===== src/rtl/regbank_wb_arbiter_pkg.sv =====
// Shared definitions for the register-bank write-back arbiter: default widths,
// the round-robin pointer state type and the hard-wired zero register index.
package regbank_wb_arbiter_pkg;

    localparam int RB_DATA_W = 32;
    localparam int RB_ADDR_W = 5;
    localparam int ZERO_REG  = 0;

    typedef enum logic {
        PRI_ALU = 1'b0,
        PRI_MEM = 1'b1
    } pri_e;

endpackage


===== src/rtl/regbank_wb_arbiter_bypass_mux.sv =====
// One read-port bypass: returns the in-flight write-stage data when it targets
// the port's address, otherwise the bank's read data. Used only with WB_BYPASS_EN.
module wb_bypass_mux
    import regbank_wb_arbiter_pkg::*;
#(
    parameter int DATA_W  = RB_DATA_W,
    parameter int ADDR_W  = RB_ADDR_W,
    parameter bit DROP_R0 = 1'b1
) (
    input  logic [ADDR_W-1:0] addr_i,
    input  logic [DATA_W-1:0] bank_i,
    input  logic              wr_en_i,
    input  logic [ADDR_W-1:0] wr_addr_i,
    input  logic [DATA_W-1:0] wr_data_i,
    output logic [DATA_W-1:0] fwd_o
);

    logic is_zero;
    logic hit;

    // Register 0 reads always come from the bank when it is hard-wired.
    assign is_zero = DROP_R0 && (addr_i == ADDR_W'(ZERO_REG));
    assign hit     = wr_en_i && (wr_addr_i == addr_i) && !is_zero;
    assign fwd_o   = hit ? wr_data_i : bank_i;

endmodule


===== src/rtl/regbank_wb_arbiter.sv =====
// Round-robin arbiter sharing the register bank's single write port between the
// ALU and load result paths; WB_BYPASS_EN adds forwarding to the two read ports.
module regbank_wb_arbiter
    import regbank_wb_arbiter_pkg::*;
#(
    parameter int DATA_W  = RB_DATA_W,
    parameter int ADDR_W  = RB_ADDR_W,
    parameter bit DROP_R0 = 1'b1
) (
    input  logic              clk,
    input  logic              reset,
    input  logic              alu_req,
    input  logic [ADDR_W-1:0] alu_rd,
    input  logic [DATA_W-1:0] alu_data,
    output logic              alu_gnt,
    input  logic              mem_req,
    input  logic [ADDR_W-1:0] mem_rd,
    input  logic [DATA_W-1:0] mem_data,
    output logic              mem_gnt,
    output logic              write_en,
    output logic [ADDR_W-1:0] reg_wr,
    output logic [DATA_W-1:0] data,
`ifdef WB_BYPASS_EN
    input  logic [ADDR_W-1:0] reg1,
    input  logic [ADDR_W-1:0] reg2,
    input  logic [DATA_W-1:0] reg1_bank,
    input  logic [DATA_W-1:0] reg2_bank,
    output logic [DATA_W-1:0] reg1_fwd,
    output logic [DATA_W-1:0] reg2_fwd,
`endif
    output logic              pri_dbg
);

    pri_e              pri_q, pri_d;
    logic              wr_en_q, wr_en_d;
    logic [ADDR_W-1:0] wr_rd_q, wr_rd_d;
    logic [DATA_W-1:0] wr_data_q, wr_data_d;
    logic              gnt_any;
    logic [ADDR_W-1:0] gnt_rd;
    logic [DATA_W-1:0] gnt_data;

    // Handshake: a requester holds req/rd/data stable until it sees its gnt high
    // in the same cycle; gnt is combinational, never high without req, one-hot.
    always_comb begin
        alu_gnt = 1'b0;
        mem_gnt = 1'b0;
        if (!reset) begin
            if (alu_req && (!mem_req || pri_q == PRI_ALU)) begin
                alu_gnt = 1'b1;
            end else if (mem_req) begin
                mem_gnt = 1'b1;
            end
        end
    end

    assign gnt_any  = alu_gnt || mem_gnt;
    assign gnt_rd   = alu_gnt ? alu_rd : mem_rd;
    assign gnt_data = alu_gnt ? alu_data : mem_data;

    always_comb begin
        pri_d     = pri_q;
        wr_en_d   = 1'b0;
        wr_rd_d   = wr_rd_q;
        wr_data_d = wr_data_q;
        if (gnt_any) begin
            // A granted write to r0 still consumes its turn but never strobes the bank.
            wr_en_d   = !(DROP_R0 && (gnt_rd == ADDR_W'(ZERO_REG)));
            wr_rd_d   = gnt_rd;
            wr_data_d = gnt_data;
            pri_d     = alu_gnt ? PRI_MEM : PRI_ALU;
        end
    end

    always_ff @(posedge clk) begin
        if (reset) begin
            pri_q     <= PRI_ALU;
            wr_en_q   <= 1'b0;
            wr_rd_q   <= '0;
            wr_data_q <= '0;
        end else begin
            pri_q     <= pri_d;
            wr_en_q   <= wr_en_d;
            wr_rd_q   <= wr_rd_d;
            wr_data_q <= wr_data_d;
        end
    end

    assign write_en = wr_en_q;
    assign reg_wr   = wr_rd_q;
    assign data     = wr_data_q;
    assign pri_dbg  = pri_q;

`ifdef WB_BYPASS_EN
    wb_bypass_mux #(.DATA_W(DATA_W), .ADDR_W(ADDR_W), .DROP_R0(DROP_R0)) u_fwd1 (
        .addr_i    (reg1),
        .bank_i    (reg1_bank),
        .wr_en_i   (wr_en_q),
        .wr_addr_i (wr_rd_q),
        .wr_data_i (wr_data_q),
        .fwd_o     (reg1_fwd)
    );

    wb_bypass_mux #(.DATA_W(DATA_W), .ADDR_W(ADDR_W), .DROP_R0(DROP_R0)) u_fwd2 (
        .addr_i    (reg2),
        .bank_i    (reg2_bank),
        .wr_en_i   (wr_en_q),
        .wr_addr_i (wr_rd_q),
        .wr_data_i (wr_data_q),
        .fwd_o     (reg2_fwd)
    );
`endif

endmodule


===== config.mk =====
export PLATFORM = sky130hd
export DESIGN_NAME = regbank_wb_arbiter
export DESIGN_NICKNAME = d
export VERILOG_FILES = /design/src/rtl/regbank_wb_arbiter_pkg.sv /design/src/rtl/regbank_wb_arbiter_bypass_mux.sv /design/src/rtl/regbank_wb_arbiter.sv
export SDC_FILE = /design/constraint.sdc
export NUM_CORES = 1
export LEC_CHECK = 0
export CELL_PAD_IN_SITES_DETAIL_PLACEMENT = 1
export CELL_PAD_IN_SITES_GLOBAL_PLACEMENT = 2
export CORE_UTILIZATION = 22
export DETAILED_ROUTE_END_ITERATION = 16
export PLACE_DENSITY = 0.87
export SLEW_MARGIN = 20
export SYNTH_ARGS = -nofsm -noshare
export SYNTH_HDL_FRONTEND = slang
export SYNTH_SLANG_ARGS = --single-unit

===== constraint.sdc =====
create_clock -name clk -period 2.9 [get_ports clk]
set_input_delay 0.725 -clock clk [delete_from_list [all_inputs] [get_ports clk]]
set_output_delay 0.725 -clock clk [all_outputs]
set_load 0.01 [all_outputs]

# Yosys cells after proc, flatten, opt, wreduce, memory -nomap -nowiden
# Cells that the tools add are included.
# totals
ff_bits	39
latchBits	0
ram_bits	0
romBits	0
out_inout_bits	41
mem_count	0
# op_classes
n_addsub	0
multipliers	0
n_div	0
magnitude_cmp	0
n_eq_ne	0
shifts	0
n_mux	8
n_bitwise	2
n_reduce_logical	7
# ops
op	n
$mux W32	1
$mux W1	6
$logic_not A5 Y1	1
$mux W5	1
$logic_not A1 Y1	2
$logic_or A1 B1 Y1	2
$not A1 Y1	2
$reduce_or A2 Y1	1
$logic_and A1 B1 Y1	1

# Logic depth before layout (Yosys ltp)
# Gate-level depths: netlist of the first run.
# logic_depth
depth_word	8
depth_mapped	7

# Worst setup path after synthesis of the first run
# No wires, ideal clock.
# synth_timing
path_type	input to output
startpoint	input port mem_req
endpoint	output port alu_gnt
arrival_ps	1690
required_ps	2175
slack_ps	485
stages	6
path_buffers	3
cell_sequence	and2_1 > buf_6 > or3_4 > buf_6 > inv_4 > buf_8
# synth_via
elab_chain_cells	5
# synth_rtl
element	line	rtl
start, declared	regbank_wb_arbiter.sv:16	input logic mem_req,
$logic_not A1 Y1	regbank_wb_arbiter.sv:48	if (alu_req && (!mem_req || pri_q == PRI_ALU)) begin
$logic_or A1 B1 Y1	regbank_wb_arbiter.sv:48	
$logic_and A1 B1 Y1	regbank_wb_arbiter.sv:48	
$mux W1	regbank_wb_arbiter.sv:48	
$mux W1	regbank_wb_arbiter.sv:47	if (!reset) begin
end, declared	regbank_wb_arbiter.sv:15	output logic alu_gnt,
# Every way passes these cells.

# Worst setup path in the final report of the first run
# layout_timing
startpoint	input port alu_req
endpoint	output port mem_gnt
# layout_via
elab_chain_cells	3
# layout_rtl
element	line	rtl
start, declared	regbank_wb_arbiter.sv:12	input logic alu_req,
$logic_and A1 B1 Y1	regbank_wb_arbiter.sv:48	
$mux W1	regbank_wb_arbiter.sv:48	
$mux W1	regbank_wb_arbiter.sv:47	
end, declared	regbank_wb_arbiter.sv:19	output logic mem_gnt,
# Every way passes these cells.

==> results of run 1 <==
[state kept, by name, indices dropped and copies added (netlist names)]
name	count
data	32
write_en	1
pri_dbg	1
reg_wr	5
[synth_stat cells]
cell / number
dfxtp_1: 39
nor2_1: 23
inv_1: 21
nor3_1: 20
a31oi_1: 17
nand3_1: 17
o31ai_1: 17
clkbuf_1: 14
a2111oi_4: 10
a2111oi_2: 9
o21ai_0: 9
o21ai_1: 8
buf_2: 5
buf_6: 3
nand2b_1: 3
nor2b_1: 2
or4_1: 2
a2111oi_0: 1
a21oi_1: 1
and2_1: 1
buf_4: 1
buf_8: 1
clkinv_1: 1
inv_4: 1
o21ba_1: 1
o32ai_1: 1
or3_4: 1
[final cells by class]
| cell class | count | area [µm²] |
|---|---|---|
| fill | 1078 | 5756 |
| multi-input combinational | 143 | 1107 |
| clock inverter | 1 | 5.005 |
| tap | 129 | 161.4 |
| inverter | 23 | 88.84 |
| timing repair buffer | 130 | 1265 |
| sequential | 39 | 780.7 |
| clock buffer | 7 | 76.32 |
[power breakdown]
part | leakage [nW] | internal (mW) | switching (mW) | total (mW)
sequential | 0.323 | 0.578 | 0.0229 | 0.601
clock | 0.0422 | 0.169 | 0.195 | 0.364
combinational | 0.856 | 0.235 | 0.188 | 0.423
[cell families after synthesis]
family | Yosys count | share of synthesized area [%]
buf+inv | 47 | 10.60
compound gates | 74 | 36.27
simple gates | 69 | 15.96
flops | 39 | 37.17
[metrics by stage]
step	setup TNS [ps]	util, %	cells
after floorplan	0	-	229
after global placement	-103.8	36.85	464
after detailed placement	-106.4	36.85	464
after CTS	0	37.71	472
after global routing	0	37.71	472
final	0	37.71	472
[final timing paths]
kind             from       end  slack, ps  cells past startpoint
max           alu_req   mem_gnt         80                      5
min reg2reg  data[14]  data[14]        510                      2
min          data[14]  data[14]        510                      2
max reg2reg   pri_dbg  data[21]       1210                      5
[metal layers]
layer | vias to the layer above | track usage, %
li1 | 1062 | -
met1 | 1096 | 17.56
met2 | 75 | 28.06
met3 | 5 | 4.638
met4 | 0 | 3.733
met5 | - | 0
[worst register-to-register path, cell delays in order (launching register included)]
cell       delay (ps)
dfxtp_1           370
and2_1            170
or3_4             350
inv_4              60
buf_4             380
a2111oi_0         210
==> reports/metrics.cfg, run 1 <==
[run_status]
status=finished clean

[timing]
period_share_pct=97.11
fmax_mhz=355.1
whs_ps=508.3
rsz0062_at_grt=no
clock_skew_ps=8.841
setup_viol=0
final.setup.worst_slack_ps=83.68
report.final.slew_viol_count=0
hold_violations=0
period_minus_slack_ps=2816
slew_headroom_pct=64.74
tightest_slew_ps=525.7

[worst_setup_path]
critPathTopFamily=buffers and inverters
path_class=in -> out
slowest_stage=clkdlybuf4s50_1
path_max_fanout=3
cp.arrival_ps=2090
crit_required_ps=2170
path_common_cell=clkdlybuf4s50_1
endpoint_kind=primary output
path_buf_inv=3
crit_path_start_kind=primary input
critical_path.cell_chain=clkdlybuf4s50_1 > buf_4 > nor2b_4 > nor2_1 > clkdlybuf4s50_1
cpPeakStageDelay_ps=570

[routing]
via_count=2238
drc=0
firstDrtPassIters=4
met3_length_um=478
highest-signal-layer=met4
dr_wl_met2_um=3595
avgViaCountPerCell=4.742
drt-initial-drc-count=25
ant_nets=0
wl_met1_um=3184
wl_per_cell_um=15.51
routed_wl_um=7319

[synth]
ys_warn_count=0
synth_top_cells_by_area=dfxtp_1 (37%), a2111oi_4 (13%), a2111oi_2 (6.4%)
synth_top_area_share_pct=37.16
syn_avg_cell_area_um2=9.174
yosys.area.top_type=dfxtp_1
synth_nets=307
ys_ff_latch=39
ys_seq_area_share_pct=37.16
syn-cell-area_mm2=0.002101
synth_cell_types=27
synthCells=229

[global_route]
grt_pass1_vias=2405
grt_max_degree=39
grt_pass1_wl_um=12060
overflow=0
antenna_found_initial=0
grt_use_total_pct=15.45

[clocking]
clockBufferDepth=2
clk_pin_slew_ps=80
root_buffer=clkbuf_8
cts_sinks=39
clkLatencyLatePin_ps=290
holdBufCountCts=0
cts_made_buffers=5
post_cts_buffers=0
cts_tree=built
ctsResizeCount=1
cts.htree.levels=2

[cells_and_area]
drive_gt1_share_pct=12.24
final_common_cell=clkdlybuf4s50_1
final_cell_mix=clkdlybuf4s50_1 (116), dfxtp_1 (39), nor2_1 (23), inv_1 (21), nor3_1 (20)
stdcell_area_mm2=0.003485
fin_nets=420
syn_to_final_growth_pct=65.87
antenna_cells=0

[power]
power_density_mw_per_mm2=398.5
ir_drop_v=0.0001685
power_leakage_nw=1.221
power_mw=1.389

[placement]
portBuffers=118
hpwl_um=5170
pre_cts_ws_ps=-106.4
place_area_mm2=0.003405
gp_congestion=0.7082

[floorplan]
die_area_mm2=0.009944
top_level_ports=119
initial_core_util_pct=22.74
die_x_um=99.72
fp-row-count=35
fp.coreArea_mm2=0.009240
die_h_um=99.72

[flow_run]
cap_violations=0

[min_path]
hp-class=reg -> reg

No activity file was read; power rests on OpenSTA's default activity.
==> inputs of run 2 (changes only) <==
--- a/config.mk
+++ b/config.mk
@@ -10,7 +10,9 @@
 export CORE_UTILIZATION = 22
 export DETAILED_ROUTE_END_ITERATION = 16
 export PLACE_DENSITY = 0.87
+export REMOVE_ABC_BUFFERS = 1
 export SLEW_MARGIN = 20
 export SYNTH_ARGS = -nofsm -noshare
 export SYNTH_HDL_FRONTEND = slang
+export SYNTH_HIERARCHICAL = 1
 export SYNTH_SLANG_ARGS = --single-unit
==> run 2 against run 1 <==
  * Cell count is the same
  * Largest power group unchanged
  * Critical path type unchanged
  * Wire length increased by 5.4%
  * Maximum frequency up 1.7%
  * Sequential power about the same
  * Clock skew is 2.5 ps lower
  * Critical path depth unchanged
  * Global-route usage increased by 0.42 points
  * Via count is 1.3% lower
  * Critical endpoint is now alu_gnt
  * Design area rose by 0.40%
  * Utilization increased by 0.15 points
==> reports/metrics.cfg, run 2 <==
[run_status]
status=finished clean

[synth]
ys.flop_type=dfxtp_1
ys_seq_area_share_pct=37.16  ; unchanged
synth_top_cells_by_area=dfxtp_1 (37%), a2111oi_4 (13%), a2111oi_2 (6.4%)
synth-edff-count=0  ; unchanged
ys_ff_latch=39  ; unchanged
synth_cell_types=27  ; unchanged
synth_common_cells=dfxtp_1 (39), nor2_1 (23), inv_1 (21)
synth_top_area_share_pct=37.16  ; unchanged
synthArstFlopShare_pct=0  ; unchanged
synthCells=229  ; unchanged
syn-cell-area_mm2=0.002101  ; unchanged
syn_avg_cell_area_um2=9.174  ; unchanged
synth_most_common_cell=dfxtp_1
ys_warn_count=6  ; +6
yosys.area.top_type=dfxtp_1

[routing]
drc=0  ; unchanged
firstDrtPassIters=4  ; unchanged
drt-initial-drc-count=27  ; +8.0%
via_count=2209  ; -1.3%
wl_per_cell_um=16.34  ; +5.4%
avgViaCountPerCell=4.680  ; -1.3%
ant_nets=0  ; unchanged
routed_wl_um=7714  ; +5.4%

[clocking]
clkLatencyLatePin_ps=290  ; about the same
clk_pin_slew_ps=80  ; about the same
clockBufferDepth=2  ; unchanged
cts_sinks=39  ; unchanged
post_cts_buffers=0  ; unchanged
cts_tree=built
cts_made_buffers=5  ; unchanged
root_buffer=clkbuf_8
cts.htree.levels=2  ; unchanged

[timing]
hold_violations=0  ; unchanged
clock_skew_ps=6.360  ; -2.482 ps
fin_tns_setup_ps=0  ; unchanged
tightest_slew_ps=523.4  ; -2.260 ps
fmax_mhz=361.2  ; +1.7%
period_minus_slack_ps=2769  ; -47.77 ps
slew_headroom_pct=64.89  ; +0.15 points
setup_viol=0  ; unchanged
period_share_pct=95.47  ; -1.6 points
whs_ps=500.6  ; -7.687 ps
report.final.slew_viol_count=0  ; unchanged
rsz0062_at_grt=no

[power]
power_mw=1.416  ; +2.0%
netSwitchingFraction_pct=29.35  ; +0.085 points
p_comb_share_pct=30.2  ; -0.3 points
power_leakage_nw=1.246  ; +2.1%
p_clk_share_pct=27.4  ; +1.2 points
switchingPower_mw=0.4157  ; +2.3%
seq_power_share_pct=42.4  ; -0.9 points
ir_drop_v=0.0001746  ; +3.6%
power_density_mw_per_mm2=404.8  ; +1.6%
p_int_mw=1.001  ; +1.9%

[worst_setup_path]
reg2reg_depth=5  ; unchanged
crit_required_ps=2170  ; about the same
critical_path.cell_chain=clkdlybuf4s50_1 > and2_1 > or3_4 > inv_4 > dlygate4sd2_1
critPathTopFamily=buffers and inverters
path_class=in -> out
endpoint_kind=primary output
path_buf_inv=3  ; unchanged
cp.arrival_ps=2040  ; -50 ps
crit_path_start_kind=primary input
cpPeakStageDelay_ps=420  ; -150 ps
worst-path-stages=5  ; unchanged
slowest_stage=clkdlybuf4s50_1
path_max_fanout=2  ; -1
regToRegSetupSlack_ps=1190  ; -20 ps

[floorplan]
fp-row-count=35  ; unchanged
top_level_ports=119  ; unchanged
fp.coreArea_mm2=0.009240  ; unchanged
initial_core_util_pct=22.74  ; unchanged
die_area_mm2=0.009944  ; unchanged
die_x_um=99.72  ; unchanged
die_h_um=99.72  ; unchanged

[placement]
gp_congestion=0.6593  ; -6.9%
place_area_mm2=0.003410  ; +0.15%
portBuffers=118  ; unchanged
hpwl_um=5427  ; +5.0%

[global_route]
grt_pass1_wl_um=12430  ; +3.1%
grt_max_degree=39  ; unchanged
overflow=0  ; unchanged
antenna_found_initial=0  ; unchanged
grt_use_total_pct=15.87  ; +0.42 points
use_met2_pct=28.28  ; +0.21 points
gr-usage-met3_pct=4.006  ; -0.63 points
met1_usage_pct=19.38  ; +1.8 points
busiest_layer=met2
grt_pass1_vias=2489  ; +3.5%

[cells_and_area]
syn_to_final_growth_pct=66.53
fin_nets=421  ; +0.24%
final_common_cell=clkdlybuf4s50_1
drive_gt1_share_pct=12.54  ; +0.29 points
largest_reg_flops=32  ; unchanged
antenna_cells=0  ; unchanged
final_util_pct=37.86  ; +0.15 points
stdcell_area_mm2=0.003498  ; +0.40%
final_cell_mix=clkdlybuf4s50_1 (115), dfxtp_1 (39), nor2_1 (23), inv_1 (21), nor3_1 (20)
nFillCells=1084  ; +0.56%

[min_path]
holdPathStages=2  ; unchanged
hp-class=reg -> reg

[flow_run]
cap_violations=0  ; unchanged

[run 2: cell counts after synthesis]
No cell type changed its count.
[run 2: power groups by stage]
stage	Combinational [mW]	Clock, mW	Sequential (mW)
after detailed placement	0.434	0	0.613
after global placement	0.426	0	0.612
after CTS	0.435	0.407	0.602
after global routing	0.460	0.434	0.607
after floorplan	0.148	0	0.630
final	0.427	0.388	0.601
[run 2: worst reg2reg max path, stage by stage (launching register included)]
cell and delay [ps]:
dfxtp_1 370, and2_1 180, or3_4 350, inv_4 70
buf_4 400, a2111oi_0 200
[run 2: per-stage QoR]
| stage | cells | setup WS [ps] |
|---|---|---|
| finish | 472 | 131.5 |
| global route | 472 | 86.99 |
| CTS | 472 | 7.009 |
| detailed placement | 465 | -150.1 |
| global placement | 465 | -129.0 |
| floorplan | 205 | -15.30 |
[run 2: per-layer routing]
metal	wire (µm)	share of wire [%]
met3	521	6.8
met4	47	0.61
met5	0	0
met2	3538	46
met1	3607	47
[run 2: area by class of cell]
class | instances | area [µm²] | share of cell area, %
clock buffer | 6 | 82.58 | 2.361
sequential | 39 | 780.7 | 22.32
tap | 129 | 161.4 | 4.614
multi-input combinational | 143 | 1105 | 31.58
clock inverter | 1 | 5.005 | 0.1431
inverter | 23 | 88.84 | 2.539
timing repair buffer | 131 | 1275 | 36.44
[run 2: logic make-up after synthesis]
kind of cell,share of synthesized area (%)
compound gates,36.27
simple gates,15.96
flops,37.17
buf+inv,10.60
[run 2: timing repair]
| item | 4_1_cts | 5_1_grt |
|---|---|---|
| setup endpoints to repair | 1 | 1 |
| hold buffers | 0 | 0 |
| hold endpoints to repair | 0 | 0 |
| gates resized for setup | 1 | 1 |
[run 2: final timing paths]
path / to / start
setup / recovery: alu_gnt / mem_req
hold / removal: data[14] / data[14]
hold reg to reg: data[14] / data[14]
setup reg to reg: data[21] / pri_dbg
